--- src/rtl/led_frame_sequencer_if.sv ---
// Pixel stream between the frame sequencer and the WS2812B bit serializer.
// A word moves on every cycle where pix_valid && pix_ready.
interface led_frame_sequencer_if;
    logic        pix_valid;
    logic [23:0] pix_data;
    logic        pix_last;
    logic        pix_ready;

    modport master (
        output pix_valid,
        output pix_data,
        output pix_last,
        input  pix_ready
    );

    modport slave (
        input  pix_valid,
        input  pix_data,
        input  pix_last,
        output pix_ready
    );
endinterface

--- src/rtl/led_frame_sequencer.sv ---
// Chase-animation frame sequencer. Each accepted tick streams one frame of
// NUM_LEDS GRB words with a single lit LED at position `step`; the lit
// position advances once per completed frame.
// Optional build macro LED_SEQ_BOUNCE_EN: step ping-pongs between the two ends
// of the strip instead of wrapping back to 0.
module led_frame_sequencer #(
    parameter int          NUM_LEDS = 8,
    parameter int          IDX_W    = 8,
    parameter logic [23:0] FG_COLOR = 24'h10_00_00,
    parameter logic [23:0] BG_COLOR = 24'h00_00_00
) (
    input  logic                    clk,
    input  logic                    reset,
    input  logic                    enable,
    input  logic                    tick,
    led_frame_sequencer_if.master   pix,
    output logic                    frame_done,
    output logic                    overrun,
    output logic                    busy,
    output logic [IDX_W-1:0]        step
);

    typedef enum logic [1:0] {
        IDLE = 2'd0,
        SEND = 2'd1,
        DONE = 2'd2
    } state_t;

    localparam logic [IDX_W-1:0] LAST_IDX = IDX_W'(NUM_LEDS - 1);
    localparam logic [IDX_W-1:0] ONE      = IDX_W'(1);

    state_t           state;
    state_t           state_nxt;
    logic [IDX_W-1:0] idx;
    logic [IDX_W-1:0] idx_nxt;
    logic [IDX_W-1:0] step_nxt;
    logic             pend;
    logic             pend_nxt;
    logic             tick_ok;
    logic             xfer;
`ifdef LED_SEQ_BOUNCE_EN
    logic             dir;      // 0 = counting up, 1 = counting down
    logic             dir_nxt;
`endif

    assign tick_ok = tick && enable;
    // pix_valid is exactly "in SEND", so the transfer condition can be formed
    // from state directly without reading back the output.
    assign xfer    = (state == SEND) && pix.pix_ready;

    // Next-state, counters, one-deep tick queue and all outputs.
    always_comb begin
        state_nxt      = state;
        idx_nxt        = idx;
        step_nxt       = step;
        pend_nxt       = pend;
`ifdef LED_SEQ_BOUNCE_EN
        dir_nxt        = dir;
`endif
        busy           = 1'b0;
        frame_done     = 1'b0;
        overrun        = 1'b0;
        pix.pix_valid  = 1'b0;
        pix.pix_data   = '0;
        pix.pix_last   = 1'b0;

        case (state)
            IDLE: begin
                if (tick_ok || pend) begin
                    state_nxt = SEND;
                    idx_nxt   = '0;
                    // A fresh tick arriving while a queued one is consumed
                    // takes its place in the queue rather than being lost.
                    pend_nxt  = pend && tick_ok;
                end
            end
            SEND: begin
                busy          = 1'b1;
                pix.pix_valid = 1'b1;
                pix.pix_data  = (idx == step) ? FG_COLOR : BG_COLOR;
                pix.pix_last  = (idx == LAST_IDX);
                if (xfer) begin
                    if (idx == LAST_IDX) begin
                        state_nxt = DONE;
                    end else begin
                        idx_nxt = idx + ONE;
                    end
                end
            end
            DONE: begin
                frame_done = 1'b1;
                state_nxt  = IDLE;
`ifdef LED_SEQ_BOUNCE_EN
                if (!dir) begin
                    if (step == LAST_IDX) begin
                        step_nxt = step - ONE;
                        dir_nxt  = 1'b1;
                    end else begin
                        step_nxt = step + ONE;
                    end
                end else begin
                    if (step == '0) begin
                        step_nxt = step + ONE;
                        dir_nxt  = 1'b0;
                    end else begin
                        step_nxt = step - ONE;
                    end
                end
`else
                step_nxt = (step == LAST_IDX) ? '0 : step + ONE;
`endif
            end
            default: begin
                state_nxt = IDLE;
            end
        endcase

        // Ticks outside IDLE fill the one-deep queue, or are dropped if full.
        if ((state != IDLE) && tick_ok) begin
            if (!pend) begin
                pend_nxt = 1'b1;
            end else begin
                overrun = 1'b1;
            end
        end
    end

    // State and counter registers; reset abandons any frame in flight.
    always_ff @(posedge clk or negedge reset) begin
        if (!reset) begin
            state <= IDLE;
            idx   <= '0;
            step  <= '0;
            pend  <= 1'b0;
`ifdef LED_SEQ_BOUNCE_EN
            dir   <= 1'b0;
`endif
        end else begin
            state <= state_nxt;
            idx   <= idx_nxt;
            step  <= step_nxt;
            pend  <= pend_nxt;
`ifdef LED_SEQ_BOUNCE_EN
            dir   <= dir_nxt;
`endif
        end
    end

endmodule

--- src/flat_wrapper.sv ---
// flat-port wrapper written by rule: the top's interface ports become plain ports
module led_frame_sequencer_flat 
#(
    parameter int          NUM_LEDS = 8,
    parameter int          IDX_W    = 8,
    parameter logic [23:0] FG_COLOR = 24'h10_00_00,
    parameter logic [23:0] BG_COLOR = 24'h00_00_00
)
  (clk, reset, enable, tick, frame_done, overrun, busy, step, pix_pix_valid, pix_pix_data, pix_pix_last, pix_pix_ready);
  led_frame_sequencer_if pix_i ();
  input  logic clk;
  input  logic reset;
  input  logic enable;
  input  logic tick;
  output logic frame_done;
  output logic overrun;
  output logic busy;
  output logic [IDX_W-1:0] step;
  output wire logic [$bits(pix_i.pix_valid)-1:0] pix_pix_valid;
  output wire logic [$bits(pix_i.pix_data)-1:0] pix_pix_data;
  output wire logic [$bits(pix_i.pix_last)-1:0] pix_pix_last;
  input wire logic [$bits(pix_i.pix_ready)-1:0] pix_pix_ready;
  assign pix_pix_valid = pix_i.pix_valid;
  assign pix_pix_data = pix_i.pix_data;
  assign pix_pix_last = pix_i.pix_last;
  assign pix_i.pix_ready = pix_pix_ready;
  led_frame_sequencer #(.NUM_LEDS(NUM_LEDS), .IDX_W(IDX_W), .FG_COLOR(FG_COLOR), .BG_COLOR(BG_COLOR)) u_core (.clk(clk), .reset(reset), .enable(enable), .tick(tick), .pix(pix_i), .frame_done(frame_done), .overrun(overrun), .busy(busy), .step(step));
endmodule
--- config.mk ---
export PLATFORM = sky130hd
export DESIGN_NAME = led_frame_sequencer_flat
export DESIGN_NICKNAME = d
export VERILOG_FILES = /design/src/rtl/led_frame_sequencer_if.sv /design/src/rtl/led_frame_sequencer.sv /design/src/flat_wrapper.sv
export SDC_FILE = /design/constraint.sdc
export NUM_CORES = 1
export LEC_CHECK = 0
export CAP_MARGIN = 40
export CORE_UTILIZATION = 30
export DETAILED_ROUTE_END_ITERATION = 8
export MAX_ROUTING_LAYER = met4
export PLACE_DENSITY = 0.64
export SLEW_MARGIN = 5
export SYNTH_ARGS = -nofsm -noshare
export SYNTH_HDL_FRONTEND = slang
export SYNTH_SLANG_ARGS = --single-unit
export TNS_END_PERCENT = 10
--- constraint.sdc ---
create_clock -name clk -period 1.7 [get_ports clk]
set_input_delay 0.34 -clock clk [delete_from_list [all_inputs] [get_ports clk]]
set_output_delay 0.34 -clock clk [all_outputs]
set_load 0.03 [all_outputs]
# After elaboration in Yosys (flattened, before gate mapping)
# Cells that the tools add are included.
# classes
add_sub_neg	2
n_eq_ne	9
muxes	20
reduce_logical	10
# ops
op	count
8-bit 2-to-1 mux	4
24-bit 2-to-1 mux	1
21-bit 2-to-1 mux	1
8-bit by 1-bit adder with 8-bit output, second input constant	2
8-bit by 3-bit equality test with 1-bit output, second input constant	2
8-bit one-hot mux with 2 select lines	1
1-bit 2-to-1 mux	9
8-bit equality test	1
2-bit 2-to-1 mux	3
1-bit logical AND	4
2-bit by 1-bit != test with 1-bit output, second input constant	2
2-bit != test, second input constant	2
2-bit one-hot mux with 2 select lines	1
4-bit AND reduction	1
2-bit nonzero test	2
3-bit AND reduction	1
2-bit by 1-bit equality test with 1-bit output, second input constant	1
2-bit equality test, second input constant	1
2-bit zero test	1
1-bit logical OR	1
# totals
regBits	19
output_inout_bits	37
elab_cells	45

# Depth between registers and ports, before layout
# Gate-level depths: netlist of run 1.
# depth
word_depth	6
mapped_depth	5
ltp_nobuf	5

# Least setup slack after synthesis of run 1
# No wires, ideal clock.
# synth_timing
kind	flip-flop to output port
startpoint	register u_core.step[2]
endpoint	output pix_pix_data[20]
arrival_time_ns	1.327
path_slack_ns	0.033
stages_incl_launch_ff	4
n_path_buf	0
path_cell_list	dfrtp_1 -> xor2_1 -> nor4_1 -> and3_1
# synth_via
elab_chain_len	3
# synth_rtl
item	line_no	text
start, declared	led_frame_sequencer.sv:20	output logic [IDX_W-1:0] step
start signal, assigned	led_frame_sequencer.sv:141	step <= step_nxt;
8-bit equality test	led_frame_sequencer.sv:80	pix.pix_data = (idx == step) ? FG_COLOR : BG_COLOR;
21-bit 2-to-1 mux	led_frame_sequencer.sv:80	
24-bit 2-to-1 mux	led_frame_sequencer.sv:67	case (state)
end, declared	flat_wrapper.sv:20	output wire logic [$bits(pix_i.pix_data)-1:0] pix_pix_data;
# Every way passes these cells.

# Final worst setup path of run 1
# Ends and elaborated chain as after synthesis.

==> impl_metrics.env, run 1 <==
export IMPL_status="finished, violations left"
export IMPL_violations="setup timing"
export IMPL_final_cell_mix="conb_1 (23), buf_4 (18), xnor2_1 (12)"
export IMPL_gp_congestion=0.8206
export IMPL_dpl_hpwl_um=1915
export IMPL_totalWireLength_um=2574
export IMPL_yosys_warnings=0
export IMPL_rows=23
export IMPL_ant_nets=0
export IMPL_area_growth_pct=20.62
export IMPL_clockRootBuffer="clkbuf_8"
export IMPL_skew_ns=0.006739
export IMPL_critPathArrivalTime_ns=1.48
export IMPL_synthDistinctLibCells=37
export IMPL_antenna_found_initial=0
export IMPL_die_h_um=67.48
export IMPL_wl_per_cell_um=11.97
export IMPL_vias_per_cell=4.726
export IMPL_final_area_um2=1551
export IMPL_cpLargestDelayFamily="flip-flops"
export IMPL_start_util=0.3170
export IMPL_core_um2=4058
export IMPL_firstDrtPassIters=4
export IMPL_path_max_fanout=7
export IMPL_dp_worst_setup_slack_ns=0.03972
export IMPL_crit_buf_inv=1
export IMPL_dp_cells=207
export IMPL_dpl_cell_area_um2=1454
export IMPL_clockBufferDepth=2
export IMPL_layout_commonest_cell="conb_1"
export IMPL_grt_pass1_vias=867
export IMPL_ir_worst_vdd_uv=367.6
export IMPL_drc=0
export IMPL_final_cells=215
export IMPL_finalWorstSetupSlack_ns=-0.1167
export IMPL_cts_tree="done"
export IMPL_maxCapViolCount=0
export IMPL_syn_area_um2=1286
export IMPL_leakage_nw=0.7651
export IMPL_critPathLaunchType="flop"
export IMPL_drive_gt1_frac=0.2424
export IMPL_insertion_delay_ns=0.26
export IMPL_period_share=1.069
export IMPL_cts_made_buffers=3
export IMPL_vias=1016
export IMPL_period_needed_ns=1.817
export IMPL_syn_area_per_cell_um2=9.458
export IMPL_cts_sinks=19
export IMPL_syn_inst=136
export IMPL_finish_net_count=173
export IMPL_grt_util_all_layers=0.1287
export IMPL_antenna_cells=0
export IMPL_required_ns=1.36
export IMPL_setup_worst_path_end_class="output pin"
export IMPL_io_buffer_count=18
export IMPL_drtIter0Drc=68
export IMPL_fp_dieW_um=67.48
export IMPL_synth_seq_cells=19
export IMPL_hold_viol=0
export IMPL_crit_slowest_cell="dfrtp_2"
export IMPL_rsz0062_at_grt="true"
export IMPL_max_freq_ghz=0.5504
export IMPL_worstPathCellList="xor2_1 -> nor4_1 -> and3_1 -> buf_6"
export IMPL_hold_class="in2async"
export IMPL_dieArea_um2=4554
export IMPL_grt_first_pass_wirelength_um=4167
export IMPL_power_density_nw_per_um2=900.2
export IMPL_setup_violations=2
export IMPL_finalMaxSlewViolations=0
export IMPL_worst_setup_path_type="reg2out"
export IMPL_synth_seq_area_share=0.3696
export IMPL_htreeDepth=1
export IMPL_ios=42
export IMPL_grt_max_degree=20
export IMPL_grt_ovfl_total=0
export IMPL_slowest_delay_ns=0.46
export IMPL_clk_pin_slew_worst_paths_ns=0.07
[flip-flops by register name, indices dropped and copies added, names as in the netlist]
name,cells
u_core.state,2
u_core.idx,8
u_core.pend,1
u_core.step,8
[timing repair]
| action | CTS | global route |
|---|---|---|
| pin swaps | 1 | 1 |
| resized for setup | 13 | 7 |
| hold buffers | 0 | 0 |
| setup buffers | 3 | 1 |
| endpoints found under the setup margin | 9 | 7 |
| hold endpoints to repair | 0 | 0 |
[final timing paths]
path                                      from               end  slack [ns]  depth (start not counted)
worst min register to register   u_core.idx[0]     u_core.idx[0]        0.53                          1
worst min-delay path                     reset   u_core.state[0]        0.41                          2
worst max register to register   u_core.idx[4]   u_core.state[0]        0.19                          4
min in group clk                 u_core.idx[0]     u_core.idx[0]        0.53                          1
max in group asynchronous                reset     u_core.idx[0]        1.06                          2
worst max-delay path            u_core.step[2]  pix_pix_data[20]       -0.12                          4
[stage by stage]
stage / utilization / hold WS [ns] / TNS [ns] / power (mW)
final: 0.3824 / 0.4129 / -0.2316 / 1.397
after detailed placement: 0.3583 / 0.5283 / 0 / 1.061
after floorplan: - / 0.04441 / 0 / 0.9776
after CTS: 0.3768 / 0.4235 / -0.2701 / 1.408
after global routing: 0.3824 / 0.4373 / -0.4659 / 1.499
after global placement: 0.3583 / 0.5230 / 0 / 1.057
[worst register-to-register path: cells and delay by family, from the launching register on]
family,cells,cell delay [ns]
flip-flops,1,0.43
AND/OR/NAND/NOR,2,0.69
buffers and inverters,1,0.15
AO/OA/AOI/OAI,1,0.11
[layer usage]
layer,GRT usage,share of wire
met1,0.1674,0.48
met4,0.05053,0.0093
met5,-,0
met3,0.04054,0.052
met2,0.1832,0.45
[final cells by class]
| class | count | area (um2) |
|---|---|---|
| clock buffer | 4 | 45.04 |
| fill | 425 | 2506 |
| inverter | 1 | 3.754 |
| multi-input combinational | 109 | 679.4 |
| sequential | 19 | 485.5 |
| tap | 50 | 62.56 |
| timing repair buffer | 32 | 275.3 |
[report_power, final]
| part | total (mW) | leakage [nW] | switching, mW | internal, mW |
|---|---|---|---|---|
| combinational | 0.457 | 0.518 | 0.252 | 0.205 |
| sequential | 0.624 | 0.224 | 0.102 | 0.522 |
| clock | 0.316 | 0.0228 | 0.149 | 0.167 |
[cell families (layout without fill, tap and decap cells)]
| logic type | count (synthesis) | count (layout) | synth area share |
|---|---|---|---|
| AO/OA/AOI/OAI | 17 | 17 | 0.08463 |
| XOR/XNOR | 15 | 15 | 0.1021 |
| adder cells (fa/ha/maj) | 2 | 2 | 0.01945 |
| buffers and inverters | 30 | 37 | 0.1722 |
| flip-flops | 19 | 19 | 0.3697 |
| multiplexers | 1 | 1 | 0.008754 |
| other | 1 | 23 | 0.002915 |
| AND/OR/NAND/NOR | 51 | 51 | 0.2403 |
[cells in the mapped netlist (all sizes together)]
| cell | number | share of area |
|---|---|---|
| buf | 29 | 0.17 |
| dfrtp | 19 | 0.37 |
| nand3 | 13 | 0.058 |
| xnor2 | 12 | 0.082 |
| nand2 | 8 | 0.023 |
| a31oi | 5 | 0.024 |
| nand4 | 5 | 0.024 |
| nor2 | 5 | 0.015 |
| and3 | 4 | 0.019 |
| nor3 | 4 | 0.016 |
| a21o | 3 | 0.018 |
| a21oi | 3 | 0.012 |
| o21ai | 3 | 0.012 |
| or4 | 3 | 0.020 |
| xor2 | 3 | 0.020 |
| ha | 2 | 0.019 |
| nor4 | 2 | 0.015 |
| a22o | 1 | 0.0068 |
| and2b | 1 | 0.0058 |
| and4 | 1 | 0.0088 |
| and4bb | 1 | 0.0097 |
| conb | 1 | 0.0029 |
| inv | 1 | 0.0029 |
| mux2 | 1 | 0.0088 |
| nand2b | 1 | 0.0049 |
| nand3b | 1 | 0.0088 |
| nor2b | 1 | 0.0068 |
| o211ai | 1 | 0.0058 |
| o21bai | 1 | 0.0058 |
| or3 | 1 | 0.0049 |
Power figures use the tool's default switching activity.
==> run 2: changes to the inputs <==
Settings changed: SKIP_CTS_REPAIR_TIMING set to 1.
==> impl_metrics.env, run 2 (synthesis gave the netlist of run 1 again) <==
export IMPL_status="finished, violations left"
export IMPL_violations="setup timing"
export IMPL_period_needed_ns=1.828
export IMPL_area_growth_pct=19.26
export IMPL_endpoint="pix_pix_data[20]"
export IMPL_fillerInstances=429
export IMPL_power_mw=1.377
export IMPL_hold_class="in2async"
export IMPL_rrSetupSlack_ns=0.17
export IMPL_fin_util=0.3780
export IMPL_leakage_nw=0.8288
export IMPL_antenna_found_initial=0
export IMPL_ir_worst_vdd_uv=363.0
export IMPL_rows=23
export IMPL_core_um2=4058
export IMPL_final_cell_mix="conb_1 (23), buf_4 (16), xnor2_1 (12)"
export IMPL_grt_pass1_vias=839
export IMPL_vias=1007
export IMPL_die_h_um=67.48
export IMPL_grt_max_degree=20
export IMPL_totalWireLength_um=2545
export IMPL_drive_gt1_frac=0.2174
export IMPL_layout_commonest_cell="conb_1"
export IMPL_skew_ns=0.006621
export IMPL_slowest_delay_ns=0.47
export IMPL_start_util=0.3170
export IMPL_gp_congestion=0.8206
export IMPL_drtIter0Drc=80
export IMPL_grt_first_pass_wirelength_um=4050
export IMPL_clockRootBuffer="clkbuf_8"
export IMPL_final_area_um2=1534
export IMPL_dieArea_um2=4554
export IMPL_rr_startpoint="u_core.idx[4]"
export IMPL_io_buffer_count=18
export IMPL_power_density_nw_per_um2=897.6
export IMPL_clockBufferDepth=2
export IMPL_r2r_cells=4
export IMPL_crit_buf_inv=1
export IMPL_insertion_delay_ns=0.26
export IMPL_grt_ovfl_total=0
export IMPL_required_ns=1.36
export IMPL_setup_violations=2
export IMPL_path_depth=5
export IMPL_drc=0
export IMPL_path_max_fanout=7
export IMPL_critPathArrivalTime_ns=1.49
export IMPL_crit_slowest_cell="dfrtp_2"
export IMPL_maxCapViolCount=0
export IMPL_grt_util_all_layers=0.1258
export IMPL_dpl_hpwl_um=1915
export IMPL_firstDrtPassIters=4
export IMPL_finalMaxSlewViolations=0
export IMPL_cts_made_buffers=3
export IMPL_rr_endpoint="u_core.state[0]"
export IMPL_rsz0062_at_grt="true"
export IMPL_vias_per_cell=4.773
export IMPL_max_freq_ghz=0.5469
export IMPL_multi_input_area_um2=676.9
export IMPL_clk_pin_slew_worst_paths_ns=0.07
export IMPL_worst_setup_path_type="reg2out"
export IMPL_reg_top3="u_core.idx x8, u_core.step x8, u_core.state x2"
export IMPL_dpl_cell_area_um2=1454
export IMPL_critical_path_startpoint="u_core.idx[6]"
export IMPL_cts_sinks=19
export IMPL_fp_dieW_um=67.48
export IMPL_cpLargestDelayFamily="flip-flops"
export IMPL_critPathLaunchType="flop"
export IMPL_ios=42
export IMPL_antenna_cells=0
export IMPL_ant_nets=0
export IMPL_finish_net_count=169
export IMPL_register_area_um2=485.5
export IMPL_wl_per_cell_um=12.06
export IMPL_setup_worst_path_end_class="output pin"
export IMPL_cts_tree="done"
export IMPL_period_share=1.076
export IMPL_finalWorstSetupSlack_ns=-0.1285
export IMPL_finalSetupTns_ns=-0.2561
export IMPL_worstPathCellList="xnor2_1 -> nand4_1 -> nor4_1 -> and3_1 -> buf_4"
export IMPL_hold_viol=0
export IMPL_htreeDepth=1
## run 2: changes by cell type in the layout (fill, tap and decap cells not counted), sizes merged
| cell | delta |
|---|---|
| buf | -4 |
| dlymetal6s2s | +6 |
| dlygate4sd2 | -6 |
## run 2: per-stage QoR
step           worst slack [ns]  std cells  hold WS (ns)
2_1_floorplan           0.03258        158       0.04441
3_3_place_gp            0.06962        207        0.5230
3_5_place_dp            0.03972        207        0.5283
4_1_cts                 -0.1985        211        0.4236
5_1_grt                 -0.2671        211        0.4373
6_report                -0.1285        211        0.4138
## run 2: power by group
part	switching, mW	leakage [nW]	internal [mW]
clock	0.150	0.0228	0.167
combinational	0.242	0.582	0.187
sequential	0.109	0.224	0.522
## run 2: final cells by class
type / instances / area share
inverters: 1 / 0.002447
multi-input cells: 109 / 0.4413
clock buffers: 4 / 0.02936
repair buffers: 28 / 0.1697
well taps: 50 / 0.04078
flip-flops and latches: 19 / 0.3165
## run 2: worst min-delay path by stage
stage                     start               to  cells past startpoint
CTS                       reset      u_core.pend                      2
floorplan                 reset    u_core.idx[0]                      0
global route              reset      u_core.pend                      2
finish                    reset  u_core.state[0]                      2
detailed placement  u_core.pend      u_core.pend                      2
global placement    u_core.pend      u_core.pend                      2
## run 2: routing by layer
metal | global-route usage | vias to the layer above | routed length, um
met3 | 0.04054 | 6 | 154
met2 | 0.1757 | 41 | 1131
met4 | 0.05053 | 0 | 37
met1 | 0.1653 | 478 | 1221
met5 | - | - | 0
li1 | - | 482 | -
